==> src/rtl/operand_issue_pkg.sv <==
// Shared types and constants for the operand issue stage and its scoreboard.
// Register index is the address taken modulo NUM_REGS (a power of two).
package operand_issue_pkg;

    localparam int NUM_REGS = 32;
    localparam int ADDR_W   = 6;
    localparam int CTRL_W   = 16;
    localparam int IDX_W    = $clog2(NUM_REGS);

    typedef logic [31:0]       bus_type;
    typedef logic [ADDR_W-1:0] reg_addr_t;
    typedef logic [IDX_W-1:0]  reg_idx_t;

    typedef struct packed {
        reg_addr_t         rs1;
        reg_addr_t         rs2;
        reg_addr_t         rd;
        logic              rd_we;
        logic [CTRL_W-1:0] ctrl;
    } issue_pkt_t;

    // Hold-register states, derived each cycle from h_valid and move
    localparam logic [1:0] H_EMPTY = 2'd0;
    localparam logic [1:0] H_STALL = 2'd1;
    localparam logic [1:0] H_MOVE  = 2'd2;

    function automatic reg_idx_t reg_idx(input reg_addr_t addr);
        return addr[IDX_W-1:0];
    endfunction

endpackage

==> src/rtl/operand_issue_scoreboard.sv <==
// One pending bit per architectural register; a set in the same cycle as a
// clear of the same register wins, and register 0 can never become pending.
module operand_issue_scoreboard
    import operand_issue_pkg::*;
(
    input  logic                clk,
    input  logic                rst,
    input  logic                set_en,
    input  reg_addr_t           set_addr,
    input  logic                clr_en,
    input  reg_addr_t           clr_addr,
    output logic [NUM_REGS-1:0] pending
);

    localparam logic [NUM_REGS-1:0] BIT0 = NUM_REGS'(1);

    logic [NUM_REGS-1:0] set_vec;
    logic [NUM_REGS-1:0] clr_vec;
    logic                unused_addr_hi;

    assign unused_addr_hi = ^{set_addr[ADDR_W-1:IDX_W], clr_addr[ADDR_W-1:IDX_W]};

    always_comb begin
        set_vec = '0;
        clr_vec = '0;
        if (set_en) set_vec[reg_idx(set_addr)] = 1'b1;
        if (clr_en) clr_vec[reg_idx(clr_addr)] = 1'b1;
    end

    always_ff @(posedge clk or posedge rst) begin
        if (rst) pending <= '0;
        else     pending <= ((pending & ~clr_vec) | set_vec) & ~BIT0;
    end

endmodule

==> src/rtl/operand_issue.sv <==
// Operand issue stage: hold register, hazard scoreboard and issue slot.
// Define OPERAND_ISSUE_BYPASS_EN to forward writeback data into the issuing instruction.
//
// state   | meaning
// EMPTY   | hold register has no instruction
// STALL   | instruction held, blocked by a hazard or a busy issue slot
// MOVE    | instruction moves into the issue slot this cycle
module operand_issue
    import operand_issue_pkg::*;
(
    input  logic              clk,
    input  logic              rst,
    input  logic              in_valid,
    output logic              in_ready,
    input  reg_addr_t         in_rs1,
    input  reg_addr_t         in_rs2,
    input  reg_addr_t         in_rd,
    input  logic              in_rd_we,
    input  logic [CTRL_W-1:0] in_ctrl,
    output reg_addr_t         rf_read_addr_1,
    output reg_addr_t         rf_read_addr_2,
    input  bus_type           rf_value_1,
    input  bus_type           rf_value_2,
    input  logic              wb_valid,
    input  reg_addr_t         wb_addr,
    input  bus_type           wb_data,
    output logic              out_valid,
    input  logic              out_ready,
    output bus_type           out_op1,
    output bus_type           out_op2,
    output reg_addr_t         out_rd,
    output logic              out_rd_we,
    output logic [CTRL_W-1:0] out_ctrl
);

    issue_pkt_t          in_pkt;
    issue_pkt_t          h_pkt;
    logic                h_valid;
    logic [1:0]          h_state;

    logic                o_valid;
    bus_type             o_op1;
    bus_type             o_op2;
    reg_addr_t           o_rd;
    logic                o_rd_we;
    logic [CTRL_W-1:0]   o_ctrl;

    logic [NUM_REGS-1:0] pending;
    logic [NUM_REGS-1:0] pending_eff;
    bus_type             op1_next;
    bus_type             op2_next;
    logic                src1_busy;
    logic                src2_busy;
    logic                dst_busy;
    logic                hazard;
    logic                move;
    logic                accept;
    logic                sb_set;

    assign in_pkt = '{rs1: in_rs1, rs2: in_rs2, rd: in_rd, rd_we: in_rd_we, ctrl: in_ctrl};

    assign rf_read_addr_1 = h_valid ? h_pkt.rs1 : '0;
    assign rf_read_addr_2 = h_valid ? h_pkt.rs2 : '0;

`ifdef OPERAND_ISSUE_BYPASS_EN
    // A register written back this cycle counts as ready and its value comes off the bus
    logic [NUM_REGS-1:0] wb_hit;

    always_comb begin
        wb_hit = '0;
        if (wb_valid) wb_hit[reg_idx(wb_addr)] = 1'b1;
    end

    assign pending_eff = pending & ~wb_hit;
    assign op1_next = (wb_hit[reg_idx(h_pkt.rs1)] && pending[reg_idx(h_pkt.rs1)]) ? wb_data : rf_value_1;
    assign op2_next = (wb_hit[reg_idx(h_pkt.rs2)] && pending[reg_idx(h_pkt.rs2)]) ? wb_data : rf_value_2;
`else
    logic unused_wb_data;

    assign unused_wb_data = ^wb_data;
    assign pending_eff    = pending;
    assign op1_next       = rf_value_1;
    assign op2_next       = rf_value_2;
`endif

    assign src1_busy = (reg_idx(h_pkt.rs1) != '0) && pending_eff[reg_idx(h_pkt.rs1)];
    assign src2_busy = (reg_idx(h_pkt.rs2) != '0) && pending_eff[reg_idx(h_pkt.rs2)];
    assign dst_busy  = h_pkt.rd_we && (reg_idx(h_pkt.rd) != '0) && pending_eff[reg_idx(h_pkt.rd)];
    assign hazard    = h_valid && (src1_busy || src2_busy || dst_busy);
    assign move      = h_valid && !hazard && (!o_valid || out_ready);

    always_comb begin
        if (!h_valid)  h_state = H_EMPTY;
        else if (move) h_state = H_MOVE;
        else           h_state = H_STALL;
    end

    assign in_ready = (h_state != H_STALL);
    assign accept   = in_valid && in_ready;
    assign sb_set   = move && h_pkt.rd_we && (reg_idx(h_pkt.rd) != '0);

    always_ff @(posedge clk or posedge rst) begin
        if (rst) begin
            h_valid <= 1'b0;
            h_pkt   <= '0;
        end else if (accept) begin
            h_valid <= 1'b1;
            h_pkt   <= in_pkt;
        end else if (move) begin
            h_valid <= 1'b0;
        end
    end

    always_ff @(posedge clk or posedge rst) begin
        if (rst) begin
            o_valid <= 1'b0;
            o_op1   <= '0;
            o_op2   <= '0;
            o_rd    <= '0;
            o_rd_we <= 1'b0;
            o_ctrl  <= '0;
        end else if (move) begin
            o_valid <= 1'b1;
            o_op1   <= op1_next;
            o_op2   <= op2_next;
            o_rd    <= h_pkt.rd;
            o_rd_we <= h_pkt.rd_we;
            o_ctrl  <= h_pkt.ctrl;
        end else if (out_ready) begin
            o_valid <= 1'b0;
        end
    end

    operand_issue_scoreboard u_scoreboard (
        .clk      (clk),
        .rst      (rst),
        .set_en   (sb_set),
        .set_addr (h_pkt.rd),
        .clr_en   (wb_valid),
        .clr_addr (wb_addr),
        .pending  (pending)
    );

    assign out_valid = o_valid;
    assign out_op1   = o_op1;
    assign out_op2   = o_op2;
    assign out_rd    = o_rd;
    assign out_rd_we = o_rd_we;
    assign out_ctrl  = o_ctrl;

endmodule
==> config.mk <==
export PLATFORM = sky130hd
export DESIGN_NAME = operand_issue
export DESIGN_NICKNAME = d
export VERILOG_FILES = /design/src/rtl/operand_issue_pkg.sv /design/src/rtl/operand_issue_scoreboard.sv /design/src/rtl/operand_issue.sv
export SDC_FILE = /design/constraint.sdc
export NUM_CORES = 1
export LEC_CHECK = 0
export ABC_CLOCK_PERIOD_IN_PS = 4850
export CAP_MARGIN = 30
export CORE_MARGIN = 2
export CORE_UTILIZATION = 47
export DETAILED_ROUTE_END_ITERATION = 12
export HOLD_SLACK_MARGIN = 0.1
export PLACE_DENSITY = 0.83
export SETUP_SLACK_MARGIN = 0.5
export SLEW_MARGIN = 20
export SYNTH_ARGS = -nofsm -noshare
export SYNTH_HDL_FRONTEND = slang
export SYNTH_HIERARCHICAL = 1
export SYNTH_SLANG_ARGS = --single-unit
==> constraint.sdc <==
create_clock -name clk -period 4.85 [get_ports clk]
set_input_delay 0.97 -clock clk [delete_from_list [all_inputs] [get_ports clk]]
set_output_delay 0.97 -clock clk [all_outputs]
set_load 0.01 [all_outputs]
==> metrics.md <==
| Metric | Value |
|---|---|
| Avg WL per Cell | around 20 um |
| Slew Limit Headroom | 48.7% |
| Synth Warn # | 6 |
| CP delay by family, top | simple AND/OR/NAND/NOR gates |
| CORE AREA | 0.0158 mm2 |
| CTS Buf Count | 17 |
| Reg power frac | about 34% |
| Reg2Reg Depth | 10 |
| CTS tree | built |
| P_leak | approximately 4.0 nW |
| Max Clk Rate | roughly 240 MHz |
| Fin crit share | between 80% and 90% |
| Vias in the first global route | 5972 |
| Clock Tree Buf Depth | 2 |
| Number of placement rows | 46 |
| Number of top-level pins | around 240 |
| CTS Root Cell | clkbuf_16 |
| Hold worst-path end | out_op2[8] |
| Number of H-tree levels | 4 |
| Setup Viol. Count Final | 0 |
| Distinct cell type count after synthesis | 44 |
| Vias per cell | 5.89 |
| Status | completed |
| Port bufs | about 210 |
| Arrival time at the worst endpoint | 3.24 ns |
| Buffers & Inverters on Critical Path | 1 |
| Min-Delay Path Class | flip-flop to flip-flop |
| Iteration count of the initial detailed-routing pass | 5 |
| Net Sw Frac | a little under two fifths |
| Tot Pwr | between 7 and 8 mW |
| Reg2Reg Setup Slack | approximately 1.2 ns |
| Critical path launch point type | flip-flop |
| Drt total wl | between 20000 and 25000 um |
| Worst Max-Slew Pin Slew | 0.770 ns |
| Sw power | approximately 3 mW |
| Synthesized area | 0.00750 mm2 |
| Sequential area share after synthesis | between 50% and 60% |
| 1st-iter DRT viols | 477 |
| Main synth FF type | dfrtp_1 |
| Synth Instances | around 620 |
| Final min period | ~4.2 ns |
| Max VDD drop | 0.000445 V |
| Crit Reg-Reg Endpoint | u_scoreboard/pending[28] |
| Initial Util | between 40 and 50% |
| Worst R2R Start | h_pkt[30] |
| Congestion Overflow GR | 0 |
| Critical Path RT | about 3.9 ns |
| CP Max Fanout | 11 |
| Synth async-reset ratio | 100% |
| Cell Chain, Critical Path | mux4_2 > mux2i_1 > nor3b_1 > or3_1 > nor2_4 > nand3_4 > nand2_1 > clkdlybuf4s50_1 |
| Post-layout net count | roughly 950 |
| Clock power share | roughly 18% |
| Synth top area cells | dfrtp_1 52%, mux2_1 13%, o211ai_1 7.1%, mux4_2 5.4%, nand4_1 3.0% |
| WHS Path Cells | 1 |
| GRT Resource Usage Total | between 20% and 30% |
| Fin. Hold Viols | 0 |
| Die area | 0.0170 mm2 |
| Worst skew pair latency | 0.42 ns |
| Layout cells sized above 1 | between 9 and 10% |
| Power Internal | between 4 and 5 mW |
| Area share of the largest cell type after synthesis | between 50% and 60% |
| Skew final | ~0.0086 ns |
| Setup repair after global routing missed its margin | false |
| Yosys top cell by area | dfrtp_1 |
| Non-filler cells in the finished layout | about 1000 |
| CP max stage cell | dfrtp_1 |
| Max Cap Violations | 0 |
| # diodes | 0 |
| CTS clk-pin slew, worst paths | about 0.060 ns |
| Worst hold start | out_op2[8] |
| Final number of max-transition violations | 0 |
| Layout area overhead | 37.4% |
| Die width | 130 um |
| Initial antenna violation count | 0 |
| Commonest non-fill, non-tap cells in the layout | 209 x clkdlybuf4s50_1, 151 x dfrtp_1, 87 x mux2_1, 71 x o211ai_1, 42 x nand2_1 |
| CP max stage delay | 0.68 ns |
| Setup TNS | 0 ns |
| HPWL Detailed | ~14000 um |
| Crit Path Category | flip-flop to output pin |
| Largest net degree at the start of global routing | 71 |
| Gp weighted congestion | 0.891 |
| Number of enable flip-flop cells after synthesis | 0 |
| DRT antenna net count | 0 |
| Die Ht | approximately 130 um |
| Post-route DRC violation count | 0 |
| Cells after DPL | a little over 1000 |
| Synth Area per Inst | roughly 12 um2 |
| Commonest non-fill, non-tap cell in the layout | clkdlybuf4s50_1 |
| Seq cells post-synth | about 160 |
| Combinational Power Share | 48.7% |
| Total number of vias | 6121 |
| Pwr dens | between 700 and 800 mW/mm2 |
| Synthesized Nets | approximately 760 |
| CTS Sinks | roughly 160 |
| CP Capture Type | output pin |
| First-pass GRT wire length | 31500 um |
final cells by class:
| class | instances | area (um2) |
|---|---|---|
| Clock buffer | 17 | 425 |
| Clock inverter | 15 | 185 |
| Fill cell | 1235 | 5460 |
| Inverter | 6 | 25.0 |
| Multi-Input combinational cell | 410 | 3340 |
| Sequential cell | 155 | 3890 |
| Tap cell | 216 | 270 |
| Timing Repair Buffer | 221 | 2180 |
per-stage QoR:
stage	cell area (um2)	hold slack, ns	worst slack [ns]	util (%)
final	10300	0.487	0.639	65.4
after global routing	10300	0.497	0.501	65.4
after CTS	10300	0.492	0.582	65.3
after detailed placement	9690	0.477	0.874	61.5
after global placement	9690	0.465	0.900	61.5
after floorplan	7500	0.458	0.581	-
cell families (layout without fill, tap and decap cells):
logic type | after synthesis | in the layout | synth area share (%)
other | 1 | 1 | 0.0500
multiplexers | 121 | 121 | 20.7
AO/OA/AOI/OAI | 150 | 150 | 12.9
AND/OR/NAND/NOR | 138 | 138 | 10.6
flip-flops | 155 | 155 | 51.7
buffers and inverters | 56 | 259 | 4.05
state kept, by name, indices dropped and copies added, names as in the netlist:
name,cells
out_ctrl,16
u_scoreboard/pending,31
out_valid,1
out_rd_we,1
h_valid,1
h_pkt,35
out_op1,32
out_op2,32
out_rd,6
how the worst max path moves through the flow:
stage,startpoint,to,slack (ns),cells past startpoint
final,h_pkt[30],in_ready,0.64,8
after global routing,h_pkt[30],in_ready,0.50,8
after CTS,h_pkt[23],in_ready,0.58,8
after detailed placement,h_pkt[17],in_ready,0.87,8
after global placement,h_pkt[17],in_ready,0.90,8
after floorplan,rst,h_pkt[0],0.58,1
power by group through the flow:
stage	logic [mW]	registers, mW	clock network [mW]
2_1_floorplan	2.41	2.50	0
4_1_cts	3.78	2.58	1.39
3_5_place_dp	3.77	2.60	0
3_3_place_gp	3.68	2.56	0
5_1_grt	4.07	2.69	1.45
6_report	3.75	2.58	1.37
synthesized netlist by cell type, drive strengths merged (2+ instances only):
| library cell | count |
|---|---|
| and2 | 12 |
| a31oi | 3 |
| nor2 | 8 |
| buf | 21 |
| mux2 | 92 |
| nand2 | 42 |
| o21ai | 64 |
| mux2i | 11 |
| or3b | 6 |
| or3 | 5 |
| nand2b | 3 |
| dfrtp | 155 |
| o211ai | 71 |
| nor2b | 2 |
| nand3b | 13 |
| inv | 6 |
| nand4 | 36 |
| nand3 | 7 |
| mux4 | 18 |
| and3 | 2 |
| clkbuf | 29 |
what timing repair did:
action,in CTS,in global routing
setup endpoints to repair,1,1
hold buffers,0,0
pin swaps,0,0
gates resized for setup,1,4
setup buffers,0,0
metal layers:
layer | share of wire, % | track usage [%] | vias up
li1 | - | - | 2748
met1 | 40 | 31.0 | 3040
met2 | 49 | 39.7 | 286
met3 | 7.4 | 4.80 | 47
met4 | 3.0 | 11.1 | 0
met5 | 0 | 0 | -
No activity file was read; power rests on OpenSTA's default activity.
==> RTL edit 1, RTL diff (same flow settings) <==
Set the package constant `CTRL_W` to 32 (it was 16).
--- a/src/rtl/operand_issue_pkg.sv
+++ b/src/rtl/operand_issue_pkg.sv
@@ -4,7 +4,7 @@
 
     localparam int NUM_REGS = 32;
     localparam int ADDR_W   = 6;
-    localparam int CTRL_W   = 16;
+    localparam int CTRL_W   = 32;
     localparam int IDX_W    = $clog2(NUM_REGS);
 
     typedef logic [31:0]       bus_type;
Ports: changed (resized in_ctrl and out_ctrl); port bits go from 243 to 275. The function was not compared with the original's and may differ.
==> RTL edit 1 against the original RTL <==
- count of clock-buffer cells in the layout grew 1
- area after synthesis grew 23%
- sequential share of layout area fell by 0.18 points
- highest routed layer unchanged
- core utilization is 1.0 points lower
- cell area rose by 21%
- sequential cell count up 32
- fmax is 2.4% higher
- routed wire length grew 30%
- setup slack gained 99 ps
- critical endpoint unchanged
- register-to-register slack got worse by 270 ps
- via count up 25%
- power grew 35%
- final cell count rose by 21%
==> RTL edit 1: results (changes against the original RTL) <==
[critical_path]
cp_max_fo = 12  ; was 11
slowest_delay_ps = 610  ; was 680 ps
cp_slowest_cell = clkdlybuf4s50_1  ; was dfrtp_1
arrival_ps = 3140  ; was 3240 ps
path_delay_family = buffers and inverters  ; was simple AND/OR/NAND/NOR gates

[timing]
final.setup_skew_ps = 14.1  ; was 8.56 ps
worst_pin_slew_ps = 893  ; was 770 ps

[clock_tree]
clk_path_buf_depth = 2  ; unchanged
numCtsBuffers = 17  ; unchanged
htreeDepth = 4  ; unchanged
cts_setup_buffers = 0  ; unchanged
clock-root-buffer = clkbuf_16  ; unchanged
clock_latency_ps = 430
path_clk_slew_ps = 80  ; was 60 ps

[logic_synthesis]
ys.flop_type = dfrtp_1  ; unchanged
synth_area_leaders = dfrtp_1 51%, mux2_2 8.5%, mux2_4 6.0%, a311o_1 4.2%, a22o_1 3.7%  ; was dfrtp_1 52%, mux2_1 13%, o211ai_1 7.1%, mux4_2 5.4%, nand4_1 3.0%
synth_nets = 926  ; was 763
yosys-top-cells-count = 187 x dfrtp_1, 70 x mux2_2, 69 x nand2_1  ; was 155 x dfrtp_1, 87 x mux2_1, 71 x o211ai_1, 42 x nand2_1, 36 x nand4_1
synth.distinct_cells = 49  ; was 44
async_flop_share_pct = 100  ; unchanged
seq_area_frac_synth_pct = 50.5  ; was 51.7%
yosys_warnings = 6  ; unchanged

[drt]
drt-total-wl_mm = 26.6  ; was 20.4 mm
viasPerCell = 6.11  ; was 5.89
drt_iter0_drc = 645  ; was 477
drt-pass1-iter-count = 5  ; unchanged

[placement]
place_hpwl_mm = 18.0  ; was 14.3 mm
port_buffers = 241  ; was 209
dp_slack_ps = 891  ; was 874 ps
place_congestion = 0.888  ; was 0.891

[global_route]
grt_max_degree = 92  ; was 71
grt_pass1_wl_mm = 40.3  ; was 31.5 mm
first_global_vias = 7319  ; was 5,972
antenna_found_initial = 0  ; unchanged
grt.total_usage_pct = 25.0  ; was 24.1%

[finish]
fill_cells = 1478  ; was 1,235
largest_reg_flops = 51  ; was 35
drive_gt1_share_pct = 19.1  ; was 9.83%
regMostFlops = h_pkt  ; unchanged
num-nets-final = 1135  ; was 953

[status]
outcome = finished clean  ; unchanged

[pwr]
switching_power_uw = 4120  ; was 2940 uW
vdd_ir_drop_max_mv = 0.596  ; was 0.445 mV
power.leakage_uw = 0.00527  ; was 0.00403 uW

[min_path]
hold_class = reg -> reg  ; unchanged

==> RTL edit 1: cell types whose count changed after synthesis, sizes merged, moves of 27 or more <==
cell / delta
o211ai: -60
nand4: -34
a22o: +39
dfrtp: +32
nand2: +27
a31oi: +36
a311o: +39
==> RTL edit 1: repair_timing <==
action | 4_1_cts | 5_1_grt
endpoints found under the setup margin | 0 | 1
endpoints found under the hold margin | 0 | 0
gates resized for setup | 0 | 3
==> RTL edit 1: path summary, 6_finish.rpt <==
kind                              from      endpoint  slack (ps)  cells after the start
min                        out_op1[14]   out_op1[14]         500                      1
max in group asynchronous          rst  out_ctrl[18]        2910                      4
min in group asynchronous          rst     h_pkt[45]         910                      2
max reg2reg                  h_pkt[35]   out_op1[28]         920                      8
max                          h_pkt[39]      in_ready         740                      7
min reg2reg                out_op1[14]   out_op1[14]         500                      1
==> RTL edit 1: worst register-to-register path: cells and delay by family (launching register included) <==
family / cells / cell delay, ps
mux: 3 / 960
buf+inv: 2 / 1480
compound gates: 1 / 270
flops: 1 / 830
simple gates: 2 / 290
==> RTL edit 1: power by group through the flow <==
stage | Clock, uW | Combinational, uW | Sequential [uW]
after floorplan | 0 | 3910 | 2980
after global placement | 0 | 5810 | 2990
after detailed placement | 0 | 5930 | 3040
after CTS | 1420 | 5960 | 3010
after global routing | 1490 | 6370 | 3120
final | 1400 | 5970 | 3030
==> RTL edit 1: per-layer routing <==
metal | global-route usage, % | vias to the layer above | part of all wire (%)
met5 | 0 | - | 0
met1 | 31.6 | 3854 | 40
met3 | 6.59 | 49 | 8.9
met2 | 42.2 | 400 | 49
met4 | 7.56 | 0 | 1.9
li1 | - | 3376 | -
==> RTL edit 1: layout make-up <==
class	count	share of cell area [%]
Timing Repair Buffer	256	20.5
Tap cell	265	2.66
Multi-Input combinational cell	499	34.0
Sequential cell	187	37.5
Inverter	16	0.511
Antenna cell	1	0.0200
Clock buffer	18	3.52
Clock inverter	14	1.23
==> RTL edit 1: logic make-up after synthesis <==
group	synth area share, %
buf+inv	4.04
compound gates	17.5
simple gates	7.92
other cells	0.0405
mux	20.0
flops	50.5
==> RTL edit 1: metrics by stage <==
step | hold slack [ps] | utilization (%) | std cells | power, uW | area [um2]
finish | 504 | 64.4 | 1256 | 10400 | 12500
detailed placement | 492 | 61.3 | 1223 | 8970 | 11900
CTS | 509 | 64.3 | 1255 | 10400 | 12500
global route | 520 | 64.4 | 1255 | 11000 | 12500
global placement | 487 | 61.2 | 1222 | 8800 | 11900
floorplan | 490 | - | 768 | 6890 | 9260
==> RTL edit 2, RTL diff (same flow settings) <==
Made on the original files. Make the reset (`rst`) synchronous in 3 clocked blocks.
--- a/src/rtl/operand_issue_scoreboard.sv
+++ b/src/rtl/operand_issue_scoreboard.sv
@@ -27,7 +27,7 @@
         if (clr_en) clr_vec[reg_idx(clr_addr)] = 1'b1;
     end
 
-    always_ff @(posedge clk or posedge rst) begin
+    always_ff @(posedge clk) begin
         if (rst) pending <= '0;
         else     pending <= ((pending & ~clr_vec) | set_vec) & ~BIT0;
     end
--- a/src/rtl/operand_issue.sv
+++ b/src/rtl/operand_issue.sv
@@ -99,7 +99,7 @@
     assign accept   = in_valid && in_ready;
     assign sb_set   = move && h_pkt.rd_we && (reg_idx(h_pkt.rd) != '0);
 
-    always_ff @(posedge clk or posedge rst) begin
+    always_ff @(posedge clk) begin
         if (rst) begin
             h_valid <= 1'b0;
             h_pkt   <= '0;
@@ -111,7 +111,7 @@
         end
     end
 
-    always_ff @(posedge clk or posedge rst) begin
+    always_ff @(posedge clk) begin
         if (rst) begin
             o_valid <= 1'b0;
             o_op1   <= '0;
Behaviour: differs if rst is asserted again (counterexample within 4 cycles, from zero or initial values and one cycle with rst high); with rst held inactive, the same outputs for 4 cycles.
==> RTL edit 2 against the original RTL <==
- setup slack lost 38 ps
- routed wire length barely moved
- cell area is 6.9% lower
- final cell count rose by 9.5%
- global-route usage up 1.2 points
- sequential cell count unchanged
- first-iteration DRC count grew 31%
- via count rose by 8.4%
- die area decreased by 7.0%
- area after synthesis decreased by 7.2%
- critical path type unchanged
- critical endpoint unchanged
Power is not compared: it rests on default switching activity, and its combinational part moved more than twofold at a synthesized area within 25%.
==> RTL edit 2: results (changes against the original RTL) <==
[status]
outcome = finished clean  ; unchanged

[critical_path]
reg2reg_depth = 7  ; was 10
path_delay_family = flip-flops  ; was simple AND/OR/NAND/NOR gates
cp_max_fo = 13  ; was 11
timing.rr.start = h_pkt[30]  ; unchanged
arrival_ps = 3280  ; was 3240 ps
slowest_delay_ps = 710  ; was 680 ps

[global_route]
grt.total_usage_pct = 25.3  ; was 24.1%
grtUsageMet1_pct = 32.9  ; was 31.0%
grt_max_degree = 89  ; was 71
gr-usage-met2_pct = 41.1  ; was 39.7%

[finish]
multi_input_area_share_pct = 36.8  ; was 32.4%
num-nets-final = 1085  ; was 953
fill_cells = 1156  ; was 1,235
buffers = 218  ; was 221
fin_util_pct = 66.3  ; was 65.4%
num-multi-input-gates = 549  ; was 410
n_all_inverters = 2  ; was 6

[placement]
place_hpwl_mm = 13.2  ; was 14.3 mm
place_congestion = 0.887  ; was 0.891

[logic_synthesis]
synth.distinct_cells = 49  ; was 44
seq_area_frac_synth_pct = 44.6  ; was 51.7%
ys.flop_type = dfxtp_1  ; was dfrtp_1
syn_inst = 776  ; was 621

[timing]
worst_pin_slew_ps = 951  ; was 770 ps

[min_path]
min_path_cells = 2  ; was 1
hp-start = h_pkt[13]  ; was out_op2[8]

[drt]
dr_wl_met3_mm = 1.45  ; was 1.51 mm
vias = 6636  ; was 6,121
dr_wl_met2_mm = 9.77  ; was 10.1 mm
viasPerCell = 5.83  ; was 5.89

[clock_tree]
cts_resized = 0  ; was 1

## RTL edit 2: changes by cell type in the layout (fill, tap and decap cells not counted), moves of 35 or more
cell / unedited run / this run
nand3_1: 6 / 93
mux2_1: 87 / 0
a21oi_1: 1 / 91
o21ai_0: 29 / 126
dfxtp_1: 0 / 153
o211ai_1: 71 / 1
nand4_1: 36 / 0
dfrtp_1: 151 / 0
nor2_1: 7 / 42
## RTL edit 2: worst max-delay path by stage
stage,endpoint,slack [ps],startpoint
2_1_floorplan,in_ready,1710,h_pkt[17]
3_3_place_gp,in_ready,1060,h_pkt[17]
3_5_place_dp,in_ready,990,h_pkt[17]
4_1_cts,in_ready,540,h_pkt[17]
5_1_grt,in_ready,500,h_pkt[30]
6_report,in_ready,600,h_pkt[30]
## RTL edit 2: power breakdown
group          total [uW]  switching (uW)  internal [uW]
Sequential           1410            66.4           1350
Clock                1230             506            720
Combinational         534             258            276
Total                3170             831           2340
## RTL edit 2: stage by stage
step,hold slack [ps],power [uW],area (um2),setup slack (ps)
4_1_cts,468,3200,9560,545
3_5_place_dp,458,1970,9020,993
2_1_floorplan,443,1720,6960,1710
3_3_place_gp,450,1960,9020,1060
6_report,465,3170,9590,601
5_1_grt,483,3310,9590,504
## RTL edit 2: kinds of logic (layout without fill, tap and decap cells)
| logic type | Yosys count | count (layout) | share of synthesized area [%] |
|---|---|---|---|
| muxes | 63 | 63 | 12.8 |
| DFF | 155 | 155 | 44.6 |
| buffers and inverters | 72 | 251 | 5.41 |
| other | 1 | 1 | 0.0538 |
| and+or+nand+nor | 229 | 229 | 18.0 |
| AOI/OAI and AO/OA | 256 | 256 | 19.1 |
## RTL edit 2: worst min-delay path, cell delays in order (launching register included)
cell and delay [ps]:
dfxtp_1 310, nand3_1 60, a21oi_1 50
